File: src/rtl/ecpu_pkg.sv
// Shared types for the writeback / register-file write-port path.
package ecpu_pkg;

    localparam int ECPU_XLEN    = 32;
    localparam int ECPU_REG_AW  = 5;

    // One buffered long-latency result (also used as a write record).
    typedef struct packed {
        logic                   valid;
        logic [ECPU_REG_AW-1:0] rd_addr;
        logic [ECPU_XLEN-1:0]   data;
    } wb_entry_t;

    // Arbiter FSM: normal cycle-level arbitration, or a one-cycle forced drain.
    typedef enum logic {
        ARB_NORMAL = 1'b0,
        ARB_DRAIN  = 1'b1
    } arb_state_e;

endpackage

File: src/rtl/wb_result_fifo.sv
// Small result buffer for long-latency writes. Each slot carries a valid bit
// that can be cleared by rd address (WAW kill) while the slot stays occupied
// until it reaches the head and is popped.
module wb_result_fifo
    import ecpu_pkg::*;
#(
    parameter int DEPTH = 2,
    parameter int AW    = ECPU_REG_AW,
    parameter int DW    = ECPU_XLEN,
    parameter int CW    = $clog2(DEPTH + 1)
) (
    input  logic          clk_i,
    input  logic          rst_ni,
    input  logic          push_i,
    input  logic [AW-1:0] push_addr_i,
    input  logic [DW-1:0] push_data_i,
    input  logic          pop_i,
    input  logic          kill_i,
    input  logic [AW-1:0] kill_addr_i,
    output logic          full_o,
    output logic          head_occ_o,
    output logic          head_valid_o,
    output logic [AW-1:0] head_addr_o,
    output logic [DW-1:0] head_data_o,
    output logic [CW-1:0] valid_count_o
);

    localparam int PW = $clog2(DEPTH);

    logic [PW:0]   wr_ptr_reg;
    logic [PW:0]   rd_ptr_reg;
    logic [AW-1:0] addr_mem [DEPTH];
    logic [DW-1:0] data_mem [DEPTH];
    logic          valid_reg [DEPTH];

    logic [PW-1:0] wr_idx;
    logic [PW-1:0] rd_idx;
    logic          empty;
    logic          do_push;
    logic          do_pop;
    logic          push_killed;

    assign wr_idx      = wr_ptr_reg[PW-1:0];
    assign rd_idx      = rd_ptr_reg[PW-1:0];
    assign empty       = (wr_ptr_reg == rd_ptr_reg);
    assign full_o      = (wr_ptr_reg[PW] != rd_ptr_reg[PW]) && (wr_idx == rd_idx);
    assign do_push     = push_i && !full_o;
    assign do_pop      = pop_i && !empty;
    // An entry enqueued on the same edge as a pipeline write to the same rd is older.
    assign push_killed = kill_i && (push_addr_i == kill_addr_i);

    assign head_occ_o   = !empty;
    assign head_valid_o = !empty && valid_reg[rd_idx];
    assign head_addr_o  = addr_mem[rd_idx];
    assign head_data_o  = data_mem[rd_idx];

    // Pointer update; the extra MSB distinguishes full from empty.
    always_ff @(posedge clk_i or negedge rst_ni) begin
        if (!rst_ni) begin
            wr_ptr_reg <= '0;
            rd_ptr_reg <= '0;
        end else begin
            if (do_push) wr_ptr_reg <= wr_ptr_reg + 1'b1;
            if (do_pop)  rd_ptr_reg <= rd_ptr_reg + 1'b1;
        end
    end

    // Payload storage, written only on enqueue.
    always_ff @(posedge clk_i) begin
        if (do_push) begin
            addr_mem[wr_idx] <= push_addr_i;
            data_mem[wr_idx] <= push_data_i;
        end
    end

    // Per-slot valid bits: set on enqueue, cleared on pop or by a matching kill.
    generate
        for (genvar gi = 0; gi < DEPTH; gi++) begin : g_slot
            always_ff @(posedge clk_i or negedge rst_ni) begin
                if (!rst_ni) begin
                    valid_reg[gi] <= 1'b0;
                end else if (do_push && (wr_idx == PW'(gi))) begin
                    valid_reg[gi] <= !push_killed;
                end else if (do_pop && (rd_idx == PW'(gi))) begin
                    valid_reg[gi] <= 1'b0;
                end else if (kill_i && valid_reg[gi] && (addr_mem[gi] == kill_addr_i)) begin
                    valid_reg[gi] <= 1'b0;
                end
            end
        end
    endgenerate

    // Occupancy as seen by software: only live (not killed) entries.
    always_comb begin
        valid_count_o = '0;
        for (int i = 0; i < DEPTH; i++) begin
            valid_count_o = valid_count_o + CW'(valid_reg[i]);
        end
    end

endmodule

File: src/rtl/wb_port_arbiter.sv
// Arbitrates the single register-file write port between the in-order
// writeback stage and buffered long-latency results, with a one-cycle forced
// drain when buffered results are starved.
module wb_port_arbiter
    import ecpu_pkg::*;
#(
    parameter int XLEN           = 32,
    parameter int REG_ADDR_WIDTH = 5,
    parameter int FIFO_DEPTH     = 2,
    parameter int STARVE_LIMIT   = 4
) (
    input  logic                            clk_i,
    input  logic                            rst_ni,
    input  logic                            pipe_we_i,
    input  logic [REG_ADDR_WIDTH-1:0]       pipe_rd_addr_i,
    input  logic [XLEN-1:0]                 pipe_rd_data_i,
    input  logic                            lu_valid_i,
    input  logic [REG_ADDR_WIDTH-1:0]       lu_rd_addr_i,
    input  logic [XLEN-1:0]                 lu_rd_data_i,
    output logic                            lu_ready_o,
    output logic                            rf_we_o,
    output logic [REG_ADDR_WIDTH-1:0]       rf_rd_addr_o,
    output logic [XLEN-1:0]                 rf_rd_data_o,
    output logic                            stall_o,
    output logic [$clog2(FIFO_DEPTH+1)-1:0] pending_o
);

    localparam int CW = $clog2(FIFO_DEPTH + 1);
    localparam int SW = $clog2(STARVE_LIMIT + 1);
    localparam logic [SW-1:0] STARVE_MAX = SW'(STARVE_LIMIT);

    arb_state_e                state_reg, state_next;
    logic [SW-1:0]             starve_reg, starve_next;
    logic                      rf_we_reg;
    logic [REG_ADDR_WIDTH-1:0] rf_addr_reg;
    logic [XLEN-1:0]           rf_data_reg;
    logic                      stall_reg;
    logic                      ready_en_reg;

    logic                      fifo_full;
    logic                      head_occ;
    logic                      head_valid;
    logic [REG_ADDR_WIDTH-1:0] head_addr;
    logic [XLEN-1:0]           head_data;
    logic [CW-1:0]             valid_count;

    logic                      pipe_req;
    logic                      grant_pipe;
    logic                      grant_head;
    logic                      fifo_pop;
    logic                      fifo_push;

    // x0 writes are architecturally void: not a port request, not stored.
    assign pipe_req   = pipe_we_i && (pipe_rd_addr_i != '0);
    // ready_en_reg keeps the producer blocked until the first edge after reset.
    assign lu_ready_o = ready_en_reg && !fifo_full;
    assign fifo_push  = lu_valid_i && lu_ready_o && (lu_rd_addr_i != '0);

    wb_result_fifo #(
        .DEPTH (FIFO_DEPTH),
        .AW    (REG_ADDR_WIDTH),
        .DW    (XLEN),
        .CW    (CW)
    ) u_fifo (
        .clk_i         (clk_i),
        .rst_ni        (rst_ni),
        .push_i        (fifo_push),
        .push_addr_i   (lu_rd_addr_i),
        .push_data_i   (lu_rd_data_i),
        .pop_i         (fifo_pop),
        .kill_i        (grant_pipe),
        .kill_addr_i   (pipe_rd_addr_i),
        .full_o        (fifo_full),
        .head_occ_o    (head_occ),
        .head_valid_o  (head_valid),
        .head_addr_o   (head_addr),
        .head_data_o   (head_data),
        .valid_count_o (valid_count)
    );

    // Grant selection: pipeline first in NORMAL, head unconditionally in DRAIN.
    // A killed head is popped without using the port.
    always_comb begin
        grant_pipe = 1'b0;
        grant_head = 1'b0;
        if (state_reg == ARB_DRAIN) begin
            grant_head = head_valid;
        end else if (pipe_req) begin
            grant_pipe = 1'b1;
        end else begin
            grant_head = head_valid;
        end
        fifo_pop = grant_head || (head_occ && !head_valid);
    end

    // Starvation counter and next-state: drain once the counter reaches the limit.
    always_comb begin
        starve_next = starve_reg;
        state_next  = ARB_NORMAL;
        if (state_reg == ARB_DRAIN) begin
            starve_next = '0;
        end else begin
            if (grant_head || (valid_count == '0)) begin
                starve_next = '0;
            end else if (head_valid && (starve_reg < STARVE_MAX)) begin
                starve_next = starve_reg + 1'b1;
            end
            if (starve_next == STARVE_MAX) begin
                state_next = ARB_DRAIN;
            end
        end
    end

    // FSM state and all registered outputs toward the register file.
    always_ff @(posedge clk_i or negedge rst_ni) begin
        if (!rst_ni) begin
            state_reg    <= ARB_NORMAL;
            starve_reg   <= '0;
            rf_we_reg    <= 1'b0;
            rf_addr_reg  <= '0;
            rf_data_reg  <= '0;
            stall_reg    <= 1'b0;
            ready_en_reg <= 1'b0;
        end else begin
            state_reg    <= state_next;
            starve_reg   <= starve_next;
            stall_reg    <= (state_next == ARB_DRAIN);
            ready_en_reg <= 1'b1;
            rf_we_reg    <= grant_pipe || grant_head;
            if (grant_pipe) begin
                rf_addr_reg <= pipe_rd_addr_i;
                rf_data_reg <= pipe_rd_data_i;
            end else if (grant_head) begin
                rf_addr_reg <= head_addr;
                rf_data_reg <= head_data;
            end
        end
    end

    assign rf_we_o      = rf_we_reg;
    assign rf_rd_addr_o = rf_addr_reg;
    assign rf_rd_data_o = rf_data_reg;
    assign stall_o      = stall_reg;
    assign pending_o    = valid_count;

endmodule

File: config.mk
export PLATFORM = sky130hd
export DESIGN_NAME = wb_port_arbiter
export DESIGN_NICKNAME = d
export VERILOG_FILES = /design/src/rtl/ecpu_pkg.sv /design/src/rtl/wb_result_fifo.sv /design/src/rtl/wb_port_arbiter.sv
export SDC_FILE = /design/constraint.sdc
export NUM_CORES = 1
export LEC_CHECK = 0
export CORE_ASPECT_RATIO = 1.25
export CORE_MARGIN = 5
export CORE_UTILIZATION = 35
export DETAILED_ROUTE_END_ITERATION = 7
export PLACE_DENSITY = 0.66
export SLEW_MARGIN = 10
export SYNTH_ARGS = -nofsm -noshare
export SYNTH_HDL_FRONTEND = slang
export SYNTH_SLANG_ARGS = --single-unit
File: constraint.sdc
create_clock -name clk_i -period 10.8 [get_ports clk_i]
set_input_delay 3.24 -clock clk_i [delete_from_list [all_inputs] [get_ports clk_i]]
set_output_delay 3.24 -clock clk_i [all_outputs]
set_load 0.01 [all_outputs]
==> impl_metrics.toml <==
[clocking]
clock_latency_at_the_later_pin_of_the_worst_skew_pair_ns = 0.39
hold_buffers = 0
cts_made_buffers = 17
path_clk_slew_ns = 0.06
root_buf_cell = "sky130_fd_sc_hd__clkbuf_16"
cts_max_level = 4
cts_buffer_depth = 2
clock-sinks = 123
cts_setup_buffers = 0
tritoncts_clock_tree = "done"
post_cts_resize_count = 0

[placement]
post-dp-hpwl_um = 7984
place_area_sq_um = 6628
gp_routability_congestion = 0.8086
port_buffer_cells = 119

[synth]
postSynthRegisterBits = 123
synth_largest_area_cell = "sky130_fd_sc_hd__edfxtp_1"
synthDominantCellAreaShare = 0.4208
synth.cell_area_sq_um = 5281
yosys.area_share.xor_xnor = 0.03293
netlist_instances = 376
synth_nets = 457
ys_dominant_reg_cell = "sky130_fd_sc_hd__edfxtp_1"
synthArstFlopShare = 0.3984
netlist_top_cells_area = "sky130_fd_sc_hd__edfxtp_1, sky130_fd_sc_hd__dfrtp_1, sky130_fd_sc_hd__mux2_2, sky130_fd_sc_hd__mux2i_1, sky130_fd_sc_hd__o21ai_0"
muxShareOfSynthArea = 0.1578
area_fraction_in_and_or_nand_and_nor_cells_after_synthesis = 0.06207
synth_edf_count = 74
synth.top_cells.by_count = "sky130_fd_sc_hd__edfxtp_1, sky130_fd_sc_hd__dfrtp_1, sky130_fd_sc_hd__nand2_1"
post_synth_num_cell_types = 43
yosysWarnings = 0
seq_area_frac_synth = 0.6529
complex_gate_fraction_of_the_synthesized_area = 0.06065
synth_adder_area_share = 0.007107
synth_top_family_by_area = "multiplexers"
postSynthAreaPerCell_sq_um = 14.05
synthMostInstantiatedCell = "sky130_fd_sc_hd__edfxtp_1"

[floorplanning]
die-area_sq_um = 17660
die_height_um = 147.3
number_of_cell_rows = 50
core_area_sq_um = 14890
ios = 120
dieWidth_um = 119.9
effective_utilization_at_floorplan = 0.3547

[global_routing]
global_route.usage.total = 0.1351
initial_antenna_violation_count = 0
grt_pass1_wl_um = 18690
via_count_of_the_first_global_routing_pass = 3715
grt_start_max_net_pins = 73
grt_remaining_overflow = 0

[pwr]
clkPwrFrac = 0.333
worst_ir_drop_vdd_v = 0.0001323
power_switching_mw = 0.5091
internal_power_mw = 1.299
leakage_power_nw = 2.678
power_frac_seq = 0.380
power.share.combinational = 0.287
power.density_cell_area_nw_per_um2 = 249.1
power.share.switching = 0.2815

[routing]
drt-wirelength-per-cell_um = 16.35
vias_per_instance = 4.771
drt-total-wl_um = 11330
drt_pass1_iterations = 6
dr_total_vias = 3306
route.antenna.remaining_nets = 0
drc_markers = 0
drt-initial-drc-count = 146

[timing]
maxSlewHeadroom = 0.2892
transition_time_at_the_pin_with_the_least_slew_margin_ns = 1.066
rsz0062_at_grt = "false"
fmax_mhz = 172.2
final.period_utilization = 0.5378
timing.final.setup_violations = 0
final_period_minus_worst_setup_slack_ns = 5.808
fin_tns_setup_ns = 0
hold_violations = 0
drv_slew = 0
fin_worst_skew_ns = 0.01072

[finish]
area_growth_syn_to_layout_pct = 37.48
register_area_sq_um = 3450
nets = 579
fillCellCount = 1277
drive_above_1_share = 0.1644
final_core_utilization = 0.4876
fin_area_sq_um = 7261
largest_register_ff_count = 64
largest_register_by_flop_count = "u_fifo.data_mem"
antenna_cells = 0
multi_input_gate_area_sq_um = 1712

[critical_path]
endpoint_kind = "output pin"
critPathLaunchType = "flop"
timing.critical_path.fanout_max = 48
crit_path_class = "flop to output pin"
required_ns = 7.56
cp.arrival_ns = 2.57

[min_path]
min-delay-path-class = "flop to flop"

[job]
cap_violations = 0

[status]
run_status = "completed"
-- worst max-delay path, cell delays in order (launching register included) --
cell	delay, ns
sky130_fd_sc_hd__dfrtp_2	1.07
sky130_fd_sc_hd__xor2_1	0.14
sky130_fd_sc_hd__o21ai_0	0.40
sky130_fd_sc_hd__inv_1	0.08
sky130_fd_sc_hd__clkdlybuf4s50_1	0.49
-- path summary, 6_finish.rpt --
| kind | from | endpoint | slack (ns) | cells past startpoint |
|---|---|---|---|---|
| setup / recovery | u_fifo.rd_ptr_reg[0] | lu_ready_o | 4.99 | 4 |
| hold / removal | stall_o | starve_reg[1] | 0.53 | 1 |
| setup reg to reg | u_fifo.rd_ptr_reg[0] | u_fifo.data_mem[0][21] | 7.84 | 3 |
| hold reg to reg | stall_o | starve_reg[1] | 0.53 | 1 |
| max in group asynchronous | rst_ni | u_fifo.rd_ptr_reg[0] | 7.15 | 2 |
| min in group asynchronous | rst_ni | rf_rd_data_o[29] | 2.81 | 1 |
-- cell families (layout without fill, tap and decap cells) --
group	after synthesis	count (layout)
AOI/OAI and AO/OA	56	56
muxes	78	78
DFF	123	123
adders and majority gates	3	3
buffers and inverters	26	161
xor gates and xnor gates	19	19
other	1	1
and+or+nand+nor	70	70
-- per-stage QoR --
stage                     hold slack [ns]  instances  worst slack, ns  total power [mW]
final                              0.5265        693            4.992             1.808
after global routing               0.5700        693            4.758             1.913
after CTS                          0.5307        693            4.887             1.836
after detailed placement           0.5181        661            4.882             1.225
after global placement             0.5102        661            4.947             1.212
after floorplan                    0.4958        376            3.859             1.012
-- power groups by stage --
stage               registers [mW]  logic (mW)  clock network, mW
finish                       0.688       0.519              0.602
global route                 0.704       0.570              0.639
CTS                          0.690       0.530              0.616
global placement             0.694       0.518                  0
floorplan                    0.675       0.337                  0
detailed placement           0.698       0.528                  0
-- cell type report --
| cell class | count | area share |
|---|---|---|
| clock inverter | 12 | 0.02705 |
| inverter | 6 | 0.003102 |
| clock buffer | 20 | 0.06014 |
| timing repair buffer | 123 | 0.1675 |
| tap | 182 | 0.03136 |
| multi-input combinational | 227 | 0.2357 |
| sequential | 123 | 0.4751 |
-- cell usage in the layout (no fill, tap or decap), types with 4 or more instances in the layout --
cell,n
sky130_fd_sc_hd__clkinvlp_4,4
sky130_fd_sc_hd__buf_4,4
sky130_fd_sc_hd__inv_1,5
sky130_fd_sc_hd__dfrtp_1,48
sky130_fd_sc_hd__mux2_2,38
sky130_fd_sc_hd__clkbuf_16,17
sky130_fd_sc_hd__bufinv_16,5
sky130_fd_sc_hd__xnor2_1,10
sky130_fd_sc_hd__o21ai_0,42
sky130_fd_sc_hd__nand2_1,43
sky130_fd_sc_hd__mux2i_1,39
sky130_fd_sc_hd__nor2_1,5
sky130_fd_sc_hd__xor2_1,8
sky130_fd_sc_hd__clkdlybuf4s50_1,118
sky130_fd_sc_hd__edfxtp_1,74
-- metal layers --
metal  share of wire  GRT usage  up-vias
met3           0.053    0.04698       15
met5               0          0        -
li1                -          -     1611
met4           0.017    0.04986        0
met1            0.42     0.1540     1598
met2            0.51     0.2339       82
Power figures use the tool's default switching activity.
